===== src/rtl/alu_command_master_if.sv =====
// Bundle of user-side request/response and uart_tx/uart_rx byte handshake signals
// for alu_command_master.
interface alu_command_master_if #(
  parameter int unsigned LEN_DATA = 8,
  parameter int unsigned LEN_OP   = 6
);
  logic                start;
  logic [LEN_DATA-1:0] a_in;
  logic [LEN_DATA-1:0] b_in;
  logic [LEN_OP-1:0]   op_in;
  logic                tx_done_tick;
  logic                rx_done_tick;
  logic [LEN_DATA-1:0] rx_data_in;
  logic                tx_start;
  logic [LEN_DATA-1:0] tx_data_out;
  logic                busy;
  logic [LEN_DATA-1:0] result;
  logic                result_valid;
  logic                timeout;

  modport master (
    input  start, a_in, b_in, op_in, tx_done_tick, rx_done_tick, rx_data_in,
    output tx_start, tx_data_out, busy, result, result_valid, timeout
  );

  modport slave (
    output start, a_in, b_in, op_in, tx_done_tick, rx_done_tick, rx_data_in,
    input  tx_start, tx_data_out, busy, result, result_valid, timeout
  );
endinterface


===== src/rtl/alu_command_master.sv =====
// Host-side UART ALU initiator: sends A, B, OPCODE through uart_tx, then waits
// for one result byte from uart_rx, with an optional reply timeout.
module alu_command_master #(
  parameter int unsigned LEN_DATA       = 8,
  parameter int unsigned LEN_OP         = 6,
  parameter int unsigned TIMEOUT_CYCLES = 1000000
) (
  input  logic                 clk,
  input  logic                 reset,
  alu_command_master_if.master bus
);

  localparam int unsigned CntW = (TIMEOUT_CYCLES > 0) ? $clog2(TIMEOUT_CYCLES + 1) : 1;
  localparam logic [CntW-1:0] CntLast =
      CntW'((TIMEOUT_CYCLES > 0) ? (TIMEOUT_CYCLES - 1) : 0);
  localparam bit TimeoutEn = (TIMEOUT_CYCLES != 0);

  typedef enum logic [2:0] {
    StIdle,
    StWaitA,
    StWaitB,
    StWaitOp,
    StWaitRes
  } state_e;

  state_e              state_q, state_d;
  logic [LEN_DATA-1:0] a_q, a_d;
  logic [LEN_DATA-1:0] b_q, b_d;
  logic [LEN_OP-1:0]   op_q, op_d;
  logic [CntW-1:0]     cnt_q, cnt_d;
  logic                tx_start_q, tx_start_d;
  logic [LEN_DATA-1:0] tx_data_q, tx_data_d;
  logic                busy_q, busy_d;
  logic [LEN_DATA-1:0] result_q, result_d;
  logic                result_valid_q, result_valid_d;
  logic                timeout_q, timeout_d;

  always_comb begin
    state_d        = state_q;
    a_d            = a_q;
    b_d            = b_q;
    op_d           = op_q;
    cnt_d          = cnt_q;
    tx_start_d     = 1'b0;
    tx_data_d      = tx_data_q;
    busy_d         = busy_q;
    result_d       = result_q;
    result_valid_d = 1'b0;
    timeout_d      = 1'b0;

    unique case (state_q)
      StIdle: begin
        if (bus.start) begin
          a_d        = bus.a_in;
          b_d        = bus.b_in;
          op_d       = bus.op_in;
          tx_data_d  = bus.a_in;
          tx_start_d = 1'b1;
          busy_d     = 1'b1;
          state_d    = StWaitA;
        end
      end
      StWaitA: begin
        if (bus.tx_done_tick) begin
          tx_data_d  = b_q;
          tx_start_d = 1'b1;
          state_d    = StWaitB;
        end
      end
      StWaitB: begin
        if (bus.tx_done_tick) begin
          tx_data_d  = LEN_DATA'(op_q);
          tx_start_d = 1'b1;
          state_d    = StWaitOp;
        end
      end
      StWaitOp: begin
        if (bus.tx_done_tick) begin
          cnt_d   = '0;
          state_d = StWaitRes;
        end
      end
      StWaitRes: begin
        // A result arriving in the expiry cycle takes priority over the timeout.
        if (bus.rx_done_tick) begin
          result_d       = bus.rx_data_in;
          result_valid_d = 1'b1;
          busy_d         = 1'b0;
          state_d        = StIdle;
        end else if (TimeoutEn && (cnt_q == CntLast)) begin
          timeout_d = 1'b1;
          busy_d    = 1'b0;
          state_d   = StIdle;
        end else if (TimeoutEn && (cnt_q != {CntW{1'b1}})) begin
          cnt_d = cnt_q + CntW'(1);
        end
      end
      default: state_d = StIdle;
    endcase
  end

  always_ff @(posedge clk or posedge reset) begin
    if (reset) begin
      state_q        <= StIdle;
      a_q            <= '0;
      b_q            <= '0;
      op_q           <= '0;
      cnt_q          <= '0;
      tx_start_q     <= 1'b0;
      tx_data_q      <= '0;
      busy_q         <= 1'b0;
      result_q       <= '0;
      result_valid_q <= 1'b0;
      timeout_q      <= 1'b0;
    end else begin
      state_q        <= state_d;
      a_q            <= a_d;
      b_q            <= b_d;
      op_q           <= op_d;
      cnt_q          <= cnt_d;
      tx_start_q     <= tx_start_d;
      tx_data_q      <= tx_data_d;
      busy_q         <= busy_d;
      result_q       <= result_d;
      result_valid_q <= result_valid_d;
      timeout_q      <= timeout_d;
    end
  end

  assign bus.tx_start     = tx_start_q;
  assign bus.tx_data_out  = tx_data_q;
  assign bus.busy         = busy_q;
  assign bus.result       = result_q;
  assign bus.result_valid = result_valid_q;
  assign bus.timeout      = timeout_q;

endmodule


===== src/flat_wrapper.sv =====
// flat-port wrapper written by rule: the top's interface ports become plain ports
module alu_command_master_flat 
#(
  parameter int unsigned LEN_DATA       = 8,
  parameter int unsigned LEN_OP         = 6,
  parameter int unsigned TIMEOUT_CYCLES = 1000000
)
  (clk, reset, bus_start, bus_a_in, bus_b_in, bus_op_in, bus_tx_done_tick, bus_rx_done_tick, bus_rx_data_in, bus_tx_start, bus_tx_data_out, bus_busy, bus_result, bus_result_valid, bus_timeout);
  alu_command_master_if #(.LEN_DATA(LEN_DATA), .LEN_OP(LEN_OP)) bus_i ();
  input  logic clk;
  input  logic reset;
  input wire logic [$bits(bus_i.start)-1:0] bus_start;
  input wire logic [$bits(bus_i.a_in)-1:0] bus_a_in;
  input wire logic [$bits(bus_i.b_in)-1:0] bus_b_in;
  input wire logic [$bits(bus_i.op_in)-1:0] bus_op_in;
  input wire logic [$bits(bus_i.tx_done_tick)-1:0] bus_tx_done_tick;
  input wire logic [$bits(bus_i.rx_done_tick)-1:0] bus_rx_done_tick;
  input wire logic [$bits(bus_i.rx_data_in)-1:0] bus_rx_data_in;
  output wire logic [$bits(bus_i.tx_start)-1:0] bus_tx_start;
  output wire logic [$bits(bus_i.tx_data_out)-1:0] bus_tx_data_out;
  output wire logic [$bits(bus_i.busy)-1:0] bus_busy;
  output wire logic [$bits(bus_i.result)-1:0] bus_result;
  output wire logic [$bits(bus_i.result_valid)-1:0] bus_result_valid;
  output wire logic [$bits(bus_i.timeout)-1:0] bus_timeout;
  assign bus_i.start = bus_start;
  assign bus_i.a_in = bus_a_in;
  assign bus_i.b_in = bus_b_in;
  assign bus_i.op_in = bus_op_in;
  assign bus_i.tx_done_tick = bus_tx_done_tick;
  assign bus_i.rx_done_tick = bus_rx_done_tick;
  assign bus_i.rx_data_in = bus_rx_data_in;
  assign bus_tx_start = bus_i.tx_start;
  assign bus_tx_data_out = bus_i.tx_data_out;
  assign bus_busy = bus_i.busy;
  assign bus_result = bus_i.result;
  assign bus_result_valid = bus_i.result_valid;
  assign bus_timeout = bus_i.timeout;
  alu_command_master #(.LEN_DATA(LEN_DATA), .LEN_OP(LEN_OP), .TIMEOUT_CYCLES(TIMEOUT_CYCLES)) u_core (.clk(clk), .reset(reset), .bus(bus_i));
endmodule

===== config.mk =====
export PLATFORM = sky130hd
export DESIGN_NAME = alu_command_master_flat
export DESIGN_NICKNAME = d
export VERILOG_FILES = /design/src/rtl/alu_command_master_if.sv /design/src/rtl/alu_command_master.sv /design/src/flat_wrapper.sv
export SDC_FILE = /design/constraint.sdc
export NUM_CORES = 1
export LEC_CHECK = 0
export CORE_MARGIN = 10
export CORE_UTILIZATION = 40
export CTS_CLUSTER_SIZE = 24
export DETAILED_ROUTE_END_ITERATION = 8
export DONT_BUFFER_PORTS = 1
export GPL_TIMING_DRIVEN = 0
export SETUP_SLACK_MARGIN = 0.05
export SYNTH_ARGS = -nofsm -noshare
export SYNTH_HDL_FRONTEND = slang
export SYNTH_SLANG_ARGS = --single-unit
export TNS_END_PERCENT = 20

===== constraint.sdc =====
create_clock -name clk -period 2 [get_ports clk]
set_input_delay 0.6 -clock clk [delete_from_list [all_inputs] [get_ports clk]]
set_output_delay 0.6 -clock clk [all_outputs]
set_load 0.02 [all_outputs]

==> results.md <==
- Outcome: finished, final reports clean
- Total GRT Usage: 13.9%
- Switching Power: 1.70 mW
- Num CTS Buffers: 9
- H-Tree Depth: 3
- Clk_lat worst skew: 0.33 ns
- Met1 Wirelength: 3510 um
- Setup violations, final: 0
- Total power: 4.40 mW
- Worst setup margin: 0.0420 ns
- Ys flop type: dfrtp_1
- N_diodes: 0
- Worst Path Arrival: 2.18 ns
- Area Overhead vs Synth: 14.2%
- CTS tree: done
- Top sig layer: met4
- Largest net degree at the start of global routing: 58
- Cell variety after synth: 51
- I/O pin count: 55
- Hold Crit Depth: 1
- Clk_skew: 0.00957 ns
- Startpoint Class: flop
- Post-route DRC: 0
- TNS Setup: 0 ns
- Ys Warns: 0
- CP endpoint kind: flop
- Leading area contributor after synthesis: dfrtp_1
- Maximum vdd drop: 701 uV
- Max-Cap Viols: 0
- Area of the multi-input gates: 1480 um^2
- Drt initial violations: 154
- Top-area cell type share of the netlist area: 48.2%
- Port Buffers: 0
- Final count of hold timing violations: 0
- Async S/R FF share, synth: 100%
- First-pass GRT wire length: 12700 um
- Post-Syn Area per Cell: 9.55 um^2
- Leakage: 1.38 nW
- DP Cell Count: 409
- Clock share of power: 23.7%
- Post-Syn Instances: 310
- Number of flops mapped to enable cells by yosys: 0
- Die area: 11200 um^2
- Fraction of layout cells with a size suffix above 1: 22.1%
- Crit path required time: 2.22 ns
- Antenna viol nets, final: 0
- Detail-routed via count per cell: 5.86
- Sequential Power Share: 45.8%
- Initial Util: 41.0%
- Pwr dens: 1300 nW/um^2
- Pre-antenna DRT Iters: 4
- Gp weighted congestion: 0.873
- Rows: 31
- Tcrit/Tclk final: 97.9%
- Metal2 WL: 3460 um
- Die height: 106 um
- Worst R2R Setup Slack: 0.04 ns
- Clock Root Buffer: clkbuf_8
- Vias in the first global route: 2396
- Maximum root-to-sink buffer count: 2
- Clk sinks: 57
- Achievable frequency: 0.511 GHz
- Post-synth net total: 346
- Vias post-DR: 2515
- Seq/Total Area, Yosys: 48.2%
- Worst Max-Slew Pin Slew: 1.21 ns
- Final cell count without fillers: 429
- Horiz. Die Dim: 106 um
- Post-Syn Area: 2960 um^2
- WL met3: 737 um
- Nets: 361
- Clock transition at path regs: 0.07 ns
- RSZ-0062 raised after global routing: true
- Hpwl dp: 5520 um
- Switch share: 38.5%
- Min-delay worst type: in -> reg
- Synth Register Bits: 57
- Part of the power in combinational logic: 30.4%
- Hold_ws: 0.415 ns
- Remaining global-route overflow: 0
- Final Critical Period: 1.96 ns
- CORE AREA: 7210 um^2
- Setup WS pre-CTS: -0.0436 ns
- Largest cells by area after synthesis: dfrtp_1 48%, mux2_2 8.4%, o21ai_0 5.6%, nand2_1 3.7%, nor2_1 2.8%
- Initial antenna violation count: 0
- Max-slew headroom at the worst pin: 19.0%
- Most frequent cell after synthesis: dfrtp_1
- Sequential Area: 1430 um^2
- Critical-path maximum fanout: 10
- Wire per inst: 18.3 um
- Max-slew violations: 0
- Int Power: 2.71 mW
- Drt total wl: 7850 um
- Filler cell count: 741
- R2R depth: 6
- Top cells by count, synth: 57 x dfrtp_1, 33 x o21ai_0, 29 x nand2_1
- Kind of critical path: reg -> reg
metrics by stage:
stage | cell area, um^2 | util [%]
6_report | 3380 | 46.8
5_1_grt | 3380 | 46.8
4_1_cts | 3280 | 45.4
3_5_place_dp | 3090 | 42.8
3_3_place_gp | 3090 | 42.8
2_1_floorplan | 2960 | -
per-layer routing:
layer  track usage [%]  vias up
met2              20.1       97
met3              5.13       13
li1                  -     1191
met4              5.32        0
met1              18.4     1214
met5                 0        -
critical path, cell delays in order (launching register included):
cell	delay, ns
dfrtp_1	0.39
buf_2	0.18
inv_1	0.27
and3_1	0.21
clkbuf_1	0.21
buf_4	0.24
mux2_2	0.35
final timing paths:
kind	start	end
hold / removal	bus_b_in[1]	u_core.b_q[1]
max in group asynchronous	reset	u_core.cnt_q[1]
hold reg to reg	u_core.op_q[3]	u_core.op_q[3]
setup / recovery	u_core.state_q[2]	u_core.b_q[4]
min in group asynchronous	reset	u_core.op_q[0]
setup reg to reg	u_core.state_q[2]	u_core.b_q[4]
power by group through the flow:
| stage | Clock [mW] | Combinational, mW | Sequential (mW) |
|---|---|---|---|
| 2_1_floorplan | 0 | 1.03 | 1.94 |
| 3_3_place_gp | 0 | 1.25 | 2.04 |
| 3_5_place_dp | 0 | 1.28 | 2.05 |
| 4_1_cts | 1.06 | 1.29 | 2.03 |
| 5_1_grt | 1.12 | 1.50 | 2.08 |
| 6_report | 1.04 | 1.34 | 2.02 |
state kept, by name, indices dropped and copies added, names as in the netlist:
signal / flops
u_core.b_q: 8
u_core.bus.busy: 1
u_core.bus.result: 8
u_core.bus.result_valid: 1
u_core.bus.timeout: 1
u_core.bus.tx_data_out: 8
u_core.bus.tx_start: 1
u_core.cnt_q: 20
u_core.op_q: 6
u_core.state_q: 3
cells by family (layout without fill, tap and decap cells):
kind of cell	Yosys count	count (layout)	synth area share (%)
flip-flops	57	57	48.2
XOR/XNOR	2	2	0.592
AO/OA/AOI/OAI	93	93	19.6
multiplexers	23	23	8.71
AND/OR/NAND/NOR	108	108	18.6
buffers and inverters	26	46	3.85
adder cells (fa/ha/maj)	1	1	0.423
what timing repair did:
item,4_1_cts,5_1_grt
resized for setup,2,28
pin swaps,0,3
setup endpoints to repair,18,50
hold buffers,0,0
buffers inserted,0,4
placed cells by master (no fill, tap or decap), drive strengths merged, types with 6 or more instances in the layout:
| master | count |
|---|---|
| inv | 6 |
| o21ai | 37 |
| mux2 | 22 |
| buf | 16 |
| clkbuf | 17 |
| nor2 | 23 |
| a21oi | 12 |
| nor3 | 14 |
| o221ai | 6 |
| nand2 | 29 |
| dfrtp | 57 |
| nand4 | 6 |
| nand3 | 14 |
| o22ai | 7 |
| a31oi | 10 |
cell type report:
| type | instances | area share, % |
|---|---|---|
| timing repair buffer | 4 | 0.889 |
| buffer | 19 | 3.04 |
| sequential | 57 | 42.2 |
| inverter | 7 | 0.889 |
| clock buffer | 10 | 3.78 |
| clock inverter | 6 | 1.74 |
| multi-input combinational | 227 | 43.8 |
| tap | 99 | 3.67 |
Power figures use the tool's default switching activity.
